## src/rtl/writeback_buffer_if.sv

```systemverilog
`default_nettype none
// ============================================================================
// Module      : writeback_buffer_if
// Description : Result-push, register-file write and forwarding-snoop bundle.
// Revision    : 1.0 - initial release
// ============================================================================
interface writeback_buffer_if #(
  parameter int DW = 12,
  parameter int AW = 2
);
  logic          in_valid;
  logic          in_ready;
  logic [AW-1:0] in_addr;
  logic [DW-1:0] in_data;
  logic          wb_stall;
  logic          flush;
  logic          we3;
  logic [AW-1:0] wa3;
  logic [DW-1:0] wd3;
  logic [AW-1:0] ra1;
  logic [AW-1:0] ra2;
  logic          fwd1_hit;
  logic          fwd2_hit;
  logic [DW-1:0] fwd1_data;
  logic [DW-1:0] fwd2_data;
  logic [AW:0]   count;
  logic          empty;

  modport slave (
    input  in_valid, in_addr, in_data, wb_stall, flush, ra1, ra2,
    output in_ready, we3, wa3, wd3, fwd1_hit, fwd2_hit, fwd1_data, fwd2_data,
           count, empty
  );

  modport master (
    output in_valid, in_addr, in_data, wb_stall, flush, ra1, ra2,
    input  in_ready, we3, wa3, wd3, fwd1_hit, fwd2_hit, fwd1_data, fwd2_data,
           count, empty
  );
endinterface
`default_nettype wire

```

## src/rtl/writeback_buffer.sv

```systemverilog
`default_nettype none
// ============================================================================
// Module      : writeback_buffer
// Description : In-order write-back FIFO draining into a register-file write
//               port, with youngest-match forwarding on two read addresses.
// Revision    : 1.0 - initial release
// ============================================================================
module writeback_buffer #(
  parameter int DEPTH = 4,
  parameter int DW    = 12,
  parameter int AW    = 2
) (
  input  wire logic          clk,
  input  wire logic          reset_n,
  writeback_buffer_if.slave  bus
);
  localparam int              c_ptr_w   = $clog2(DEPTH);
  localparam logic [AW:0]     c_depth   = (AW+1)'(DEPTH);
  localparam logic [AW:0]     c_cnt_one = (AW+1)'(1);
  localparam logic [c_ptr_w-1:0] c_ptr_one = c_ptr_w'(1);
  localparam logic [AW-1:0]   c_pc_addr = AW'(1);

  logic [AW-1:0]      r_addr [DEPTH];
  logic [DW-1:0]      r_data [DEPTH];
  logic [c_ptr_w-1:0] r_head;
  logic [c_ptr_w-1:0] r_tail;
  logic [AW:0]        r_count;

  logic               w_empty;
  logic               w_in_ready;
  logic               w_push;
  logic               w_we3;
  logic               w_pop;
  logic [c_ptr_w-1:0] w_idx;
  logic               w_fwd1_hit;
  logic               w_fwd2_hit;
  logic [DW-1:0]      w_fwd1_data;
  logic [DW-1:0]      w_fwd2_data;

  assign w_empty    = (r_count == '0);
  // No pass-through: a full buffer refuses even while it is draining.
  assign w_in_ready = (r_count != c_depth) && !bus.flush;
  assign w_push     = bus.in_valid && w_in_ready;
  assign w_we3      = !w_empty && !bus.wb_stall && !bus.flush;
  assign w_pop      = w_we3;

  always_ff @(posedge clk or negedge reset_n) begin
    if (!reset_n) begin
      r_head  <= '0;
      r_tail  <= '0;
      r_count <= '0;
    end else if (bus.flush) begin
      r_head  <= '0;
      r_tail  <= '0;
      r_count <= '0;
    end else begin
      if (w_push) r_tail <= r_tail + c_ptr_one;
      if (w_pop)  r_head <= r_head + c_ptr_one;
      unique case ({w_push, w_pop})
        2'b10:   r_count <= r_count + c_cnt_one;
        2'b01:   r_count <= r_count - c_cnt_one;
        default: r_count <= r_count;
      endcase
    end
  end

  // Payload storage carries no reset; occupancy gates every read of it.
  always_ff @(posedge clk) begin
    if (w_push) begin
      r_addr[r_tail] <= bus.in_addr;
      r_data[r_tail] <= bus.in_data;
    end
  end

  // Walk oldest to youngest so the last match wins.
  always_comb begin
    w_idx       = r_head;
    w_fwd1_hit  = 1'b0;
    w_fwd2_hit  = 1'b0;
    w_fwd1_data = '0;
    w_fwd2_data = '0;
    for (int i = 0; i < DEPTH; i++) begin
      w_idx = r_head + c_ptr_w'(i);
      if (i < int'(r_count)) begin
        if ((r_addr[w_idx] == bus.ra1) && (bus.ra1 != c_pc_addr)) begin
          w_fwd1_hit  = 1'b1;
          w_fwd1_data = r_data[w_idx];
        end
        if ((r_addr[w_idx] == bus.ra2) && (bus.ra2 != c_pc_addr)) begin
          w_fwd2_hit  = 1'b1;
          w_fwd2_data = r_data[w_idx];
        end
      end
    end
  end

  assign bus.in_ready  = w_in_ready;
  assign bus.we3       = w_we3;
  assign bus.wa3       = w_empty ? '0 : r_addr[r_head];
  assign bus.wd3       = w_empty ? '0 : r_data[r_head];
  assign bus.fwd1_hit  = w_fwd1_hit;
  assign bus.fwd2_hit  = w_fwd2_hit;
  assign bus.fwd1_data = w_fwd1_data;
  assign bus.fwd2_data = w_fwd2_data;
  assign bus.count     = r_count;
  assign bus.empty     = w_empty;

endmodule
`default_nettype wire

```

## src/flat_wrapper.sv

```systemverilog
// flat-port wrapper written by rule: the top's interface ports become plain ports
module writeback_buffer_flat 
#(
  parameter int DEPTH = 4,
  parameter int DW    = 12,
  parameter int AW    = 2
)
  (clk, reset_n, bus_in_valid, bus_in_addr, bus_in_data, bus_wb_stall, bus_flush, bus_ra1, bus_ra2, bus_in_ready, bus_we3, bus_wa3, bus_wd3, bus_fwd1_hit, bus_fwd2_hit, bus_fwd1_data, bus_fwd2_data, bus_count, bus_empty);
  writeback_buffer_if #(.DW(DW), .AW(AW)) bus_i ();
  input  wire logic clk;
  input  wire logic reset_n;
  input wire logic [$bits(bus_i.in_valid)-1:0] bus_in_valid;
  input wire logic [$bits(bus_i.in_addr)-1:0] bus_in_addr;
  input wire logic [$bits(bus_i.in_data)-1:0] bus_in_data;
  input wire logic [$bits(bus_i.wb_stall)-1:0] bus_wb_stall;
  input wire logic [$bits(bus_i.flush)-1:0] bus_flush;
  input wire logic [$bits(bus_i.ra1)-1:0] bus_ra1;
  input wire logic [$bits(bus_i.ra2)-1:0] bus_ra2;
  output wire logic [$bits(bus_i.in_ready)-1:0] bus_in_ready;
  output wire logic [$bits(bus_i.we3)-1:0] bus_we3;
  output wire logic [$bits(bus_i.wa3)-1:0] bus_wa3;
  output wire logic [$bits(bus_i.wd3)-1:0] bus_wd3;
  output wire logic [$bits(bus_i.fwd1_hit)-1:0] bus_fwd1_hit;
  output wire logic [$bits(bus_i.fwd2_hit)-1:0] bus_fwd2_hit;
  output wire logic [$bits(bus_i.fwd1_data)-1:0] bus_fwd1_data;
  output wire logic [$bits(bus_i.fwd2_data)-1:0] bus_fwd2_data;
  output wire logic [$bits(bus_i.count)-1:0] bus_count;
  output wire logic [$bits(bus_i.empty)-1:0] bus_empty;
  assign bus_i.in_valid = bus_in_valid;
  assign bus_i.in_addr = bus_in_addr;
  assign bus_i.in_data = bus_in_data;
  assign bus_i.wb_stall = bus_wb_stall;
  assign bus_i.flush = bus_flush;
  assign bus_i.ra1 = bus_ra1;
  assign bus_i.ra2 = bus_ra2;
  assign bus_in_ready = bus_i.in_ready;
  assign bus_we3 = bus_i.we3;
  assign bus_wa3 = bus_i.wa3;
  assign bus_wd3 = bus_i.wd3;
  assign bus_fwd1_hit = bus_i.fwd1_hit;
  assign bus_fwd2_hit = bus_i.fwd2_hit;
  assign bus_fwd1_data = bus_i.fwd1_data;
  assign bus_fwd2_data = bus_i.fwd2_data;
  assign bus_count = bus_i.count;
  assign bus_empty = bus_i.empty;
  writeback_buffer #(.DEPTH(DEPTH), .DW(DW), .AW(AW)) u_core (.clk(clk), .reset_n(reset_n), .bus(bus_i));
endmodule
```

## config.mk

```make
export PLATFORM = sky130hd
export DESIGN_NAME = writeback_buffer_flat
export DESIGN_NICKNAME = d
export VERILOG_FILES = /design/src/rtl/writeback_buffer_if.sv /design/src/rtl/writeback_buffer.sv /design/src/flat_wrapper.sv
export SDC_FILE = /design/constraint.sdc
export NUM_CORES = 1
export LEC_CHECK = 0
export ABC_AREA = 1
export BUFFER_PORTS_ARGS = -buffer_cell sky130_fd_sc_hd__buf_2
export CORE_ASPECT_RATIO = 1.4
export CORE_UTILIZATION = 53
export CTS_CLUSTER_DIAMETER = 60
export DETAILED_ROUTE_END_ITERATION = 12
export PLACE_DENSITY = 0.84
export SLEW_MARGIN = 25
export SYNTH_ARGS = -nofsm -noshare
export SYNTH_HDL_FRONTEND = slang
export SYNTH_SLANG_ARGS = --single-unit
```

## constraint.sdc

```tcl
create_clock -name clk -period 4.9 [get_ports clk]
set_clock_uncertainty 0.15 [all_clocks]
set_input_delay 0.49 -clock clk [delete_from_list [all_inputs] [get_ports clk]]
set_output_delay 0.49 -clock clk [all_outputs]
set_load 0.02 [all_outputs]
```

# Word level (Yosys, flattened, before mapping)
# Memories as Yosys holds them, arrays and structs flattened.
# Index checks and enable logic that the tools add are counted.
# op_classes
magnitude_cmp	4
add_sub_neg	6
eq_ne	13
muxes	42
reduce_logical	19
# op_table
cell	count
$mux 12	17
$mux 1	18
$eq 2x2->1	8
$logic_and 1x1->1	12
$mux 2	5
$lt 1x3->1 const A	2
$lt 2x3->1 const A	2
$pmux 3 s2	1
$add 2x1->2 const B	2
$add 2x2->2 const B	2
$ne 2x1->1 const B	2
$reduce_bool 2->1	2
$add 3x1->3 const B	1
$logic_not 1->1	3
$logic_not 3->1	1
$mux 3	1
$ne 3x3->1 const B	1
$reduce_bool 3->1	1
$sub 3x1->3 const B	1
$eq 2x1->1 const B	1
$eq 2x2->1 const B	1
# word_totals
in_bits	23
mem_count	2
regBits	7
out_inout_bits	46
mem_bits_rw	56
# memory_table
name	depth	width	read_ports	rd_clocked_by_memory_dff	write_ports	line	text
u_core.r_data	4	12	4	0	1	writeback_buffer.sv:24	logic [DW-1:0] r_data [DEPTH];
u_core.r_addr	4	2	4	0	1	writeback_buffer.sv:23	logic [AW-1:0] r_addr [DEPTH];

# Longest topological paths before layout
# An unclocked memory read counts as a cell.
# depth
word_depth	11
depth_mapped	16
mapped_depth_nobuf	14

# Worst setup path after synthesis
# OpenSTA, ideal clock, no wires.
# synth_path
path_type	reg2reg
from	register u_core.r_count[0], in the netlist u_core.bus.count[0]
to	memory u_core.r_addr[0][0], enable pin
synth_period_minus_slack_ps	2775
n_path_buf	0
setup_ps	385
path_stages_with_launch	6
arrival_ps	2241
required_ps	4365
path_slack_ps	2125
cell_sequence	dfrtp_1 inv_1 ha_1 a21oi_1 nand2_1 nor2_1
# synth_between
elab_chain_cells	5
# synth_lines
element	line	text
from (decl)	writeback_buffer.sv:27	logic [AW:0] r_count;
from (signal assigned)	writeback_buffer.sv:60	2'b10: r_count <= r_count + c_cnt_one;
from (signal assigned)	writeback_buffer.sv:61	2'b01: r_count <= r_count - c_cnt_one;
from (signal assigned)	writeback_buffer.sv:62	default: r_count <= r_count;
$ne 3x3->1	writeback_buffer.sv:42	assign w_in_ready = (r_count != c_depth) && !bus.flush;
$logic_and 1x1->1	writeback_buffer.sv:42	
net bus_in_ready	flat_wrapper.sv:19	output wire logic [$bits(bus_i.in_ready)-1:0] bus_in_ready;
$logic_and 1x1->1	writeback_buffer.sv:43	assign w_push = bus.in_valid && w_in_ready;
$mux 1	writeback_buffer.sv:69	if (w_push) begin
$mux 1 (not written as such)	writeback_buffer.sv:70	r_addr[r_tail] <= bus.in_addr;
to (decl)	writeback_buffer.sv:23	
# The timed path passes the listed nets, and every way through them passes these cells.

# Worst setup path in the final report
# layout_path
from	register u_core.r_head[1]
to	output bus_fwd2_data[11]
# layout_between
elab_chain_cells	11
elab_cells_between_ends	21
# layout_lines
element	line	text
from (decl)	writeback_buffer.sv:25	logic [c_ptr_w-1:0] r_head;
from (signal assigned)	writeback_buffer.sv:58	if (w_pop) r_head <= r_head + c_ptr_one;
parallel branches: the longest is 10 deep, another holds $add 2x1->2	-	
$mux 12 (*)	writeback_buffer.sv:84	if (i < int'(r_count)) begin
to (decl)	flat_wrapper.sv:26	output wire logic [$bits(bus_i.fwd2_data)-1:0] bus_fwd2_data;
# Mark *: on every way between the ends.

==> results by group <==
Finish
  – Highest-count cells in the layout ignoring fill and taps: 328 x nand2_1, 97 x inv_1, 74 x o21ai_0, 71 x nand3_1, 68 x buf_2
  – Design area: 5790 sq um
  – Share of post-route cells with drive strength above 1: 0.148
  – Commonest non-fill, non-tap cell in the layout: nand2_1
  – Number of diodes: 0
  – Layout filler cell count: 879
  – Final cell count without fillers: 986
  – Final core utilization: 0.609
  – Synthesis-to-layout area growth: 10.7%
  – Nets: 879

Pwr
  – Pwr Total: 3.04 mW
  – Pleak: 3.05 nW
  – Peak supply drop: 0.000411 V
  – Power Dens Cells: 524 nW/um^2

Global route
  – Largest net degree at the start of global routing: 83
  – Initial antenna violation count: 0
  – Total GRT Usage: 0.259
  – Vias in the first global route: 4403
  – First-pass GRT wire length: 21.1 mm
  – Overflow after GRT: 0

STA
  – Hold Vio Cnt, Final: 0
  – Setup WS post-layout: 0.946 ns
  – Worst slew pin tran: 0.698 ns
  – RSZ-0062 raised after global routing: false
  – Fmax: 253 MHz
  – Hold Slack: 0.231 ns
  – Setup violators final: 0
  – Fin crit share: 0.807
  – Fin. max-slew vios: 0
  – Max-slew headroom: 0.535
  – Setup TNS: 0 ns
  – Final min period: 3.95 ns

Worst setup path
  – Critical Path RT: 4.26 ns
  – Worst r2r dst: u_core.r_data[1][4]$_DFFE_PP_
  – Setup crit end: bus_fwd2_data[11]
  – Worst Reg-to-Reg Cells: 6
  – CP startpoint: u_core.r_head[1]$_DFFE_PN0P_
  – RR Startpoint: u_core.bus.count[0]$_DFFE_PN0P_
  – CP Class: reg2out
  – Crit start category: flip-flop
  – Critical Path End Type: primary output
  – Worst-path maximum fanout: 51
  – Worst R2R Setup Slack: 2.73 ns
  – Worst Path Arrival: 3.31 ns

Synthesis
  – Post-synthesis cell type count: 30
  – Mapped Nets: 834
  – Synth async-reset ratio: 0.111
  – Post-synth top area share: 0.321
  – EDFF count, synth: 56
  – Synth Flop Type: edfxtp_1
  – Yosys warnings: 0
  – Cells after Synth: 804
  – Yosys top cell by area: edfxtp_1
  – Synth Cell Area: 5230 sq um
  – Syn Area/Cell: 6.51 sq um
  – Sequential fraction of the synthesis area: 0.355
  – #FFs+latches synth: 63
  – Main area contributors after synthesis: edfxtp_1 32%, nand2_1 24%, o21ai_0 7.1%

Drt
  – Avg WL per Cell: 13.0 microns
  – Via-to-Cell Ratio: 5.13
  – Total number of vias: 5055
  – First-pass detailed-route iteration total: 5
  – DRC viols: 0
  – Final ANT Viol Nets: 0
  – DRT iter0 DRCs: 423
  – DRT Wirelength: 12.8 mm

Placement
  – Worst slack, placed: 1.29 ns
  – Area after DPL: 5500 sq um
  – RD Place Congestion: 0.963
  – PortBufs: 68
  – Half-perimeter wire length after placement: 9.69 mm
  – Placed Cells: 969

Clocking
  – CTS Root Cell: clkbuf_16
  – Clk_lat worst skew: 0.32 ns
  – CTS tree: built
  – H-Tree Depth: 3
  – Total CTS buffers: 9
  – Clock transition at the registers of the reported paths: 0.05 ns
  – Resize count post-CTS: 0
  – Post-CTS Setup Repair Bufs: 0
  – Clock Tree Buf Depth: 2
  – Clock sink total: 63

Flow run
  – Number of max-cap violations: 0

Run status
  – Status: completed

Floorplan
  – Ports: 69
  – Die Y: 120 microns
  – Initial Util: 0.550
  – Core Area: 9510 sq um
  – Die area: 10300 sq um
  – Row cnt: 42
  – Chip width: 86.0 microns

Min path
  – Hold WC Path Type: in2reg
==> cell families after synthesis <==
| family | after synthesis | share of synthesized area |
|---|---|---|
| adders and majority gates | 7 | 0.0167 |
| xor gates and xnor gates | 2 | 0.00622 |
| AOI/OAI and AO/OA | 110 | 0.108 |
| DFF | 63 | 0.355 |
| and+or+nand+nor | 476 | 0.384 |
| buffers and inverters | 146 | 0.131 |
==> worst min path at each step <==
stage | depth (start not counted) | to | from
after detailed placement | 1 | u_core.bus.count[1]$_DFFE_PN0P_ | reset_n
after floorplan | 0 | u_core.bus.count[0]$_DFFE_PN0P_ | reset_n
after global routing | 1 | u_core.r_data[1][8]$_DFFE_PP_ | bus_in_data[8]
after CTS | 1 | u_core.r_data[1][8]$_DFFE_PP_ | bus_in_data[8]
final | 1 | u_core.r_addr[0][1]$_DFFE_PP_ | bus_in_addr[1]
after global placement | 1 | u_core.bus.count[1]$_DFFE_PN0P_ | reset_n
==> report_power, final <==
| group | switching (mW) | total, mW | internal, mW |
|---|---|---|---|
| Clock | 0.203 | 0.584 | 0.381 |
| Sequential | 0.0289 | 0.655 | 0.626 |
| Combinational | 1.29 | 1.80 | 0.505 |
| Total | 1.53 | 3.04 | 1.51 |
==> synthesized netlist by cell type, types with 7 or more instances <==
cell type,instances
dfrtp_1,7
buf_6,12
o21ai_0,74
nor2_1,52
buf_2,11
clkbuf_1,7
inv_1,97
edfxtp_1,56
nand3_1,71
buf_4,8
nand2_2,8
a21oi_1,17
nand2_1,328
o21ai_1,15
inv_2,7
ha_1,7
==> timing repair <==
item | 4_1_cts | 5_1_grt
endpoints found under the setup margin | 0 | 0
hold buffers | 1 | 0
hold endpoints to repair | 7 | 0
==> critical path, cell delays in order, from the launching register on <==
cell and delay [ns]:
dfrtp_1 0.50, inv_2 0.53, nand2_1 0.20, nand2_4 0.30, nand2_1 0.16, nand3_1 0.15, nand2_1 0.09, nor2_4 0.22
nand2_1 0.32, nand3_1 0.20, nand2_1 0.06, nand2_1 0.05, nand2_1 0.04, buf_2 0.15
==> registers in the layout, indices dropped and copies added (netlist names) <==
| name | count |
|---|---|
| u_core.bus.count | 3 |
| u_core.r_addr | 8 |
| u_core.r_tail | 2 |
| u_core.r_head | 2 |
| u_core.r_data | 48 |
==> layout make-up <==
cell class / instances / area, sq um / share of cell area
well taps: 132 / 165 / 0.0285
inverters: 105 / 397 / 0.0685
clock buffers: 13 / 270 / 0.0466
clock inverters: 3 / 17.5 / 0.00302
flip-flops and latches: 63 / 1860 / 0.321
repair buffers: 75 / 395 / 0.0682
multi-input cells: 595 / 2690 / 0.464
==> metal layers <==
layer,vias up,wire [microns],track usage
met4,0,285,0.0896
met5,-,0,0
met3,22,677,0.0268
met2,172,6050,0.414
li1,2617,-,-
met1,2244,5810,0.364
Note: power is estimated with default switching activity, not from simulation.
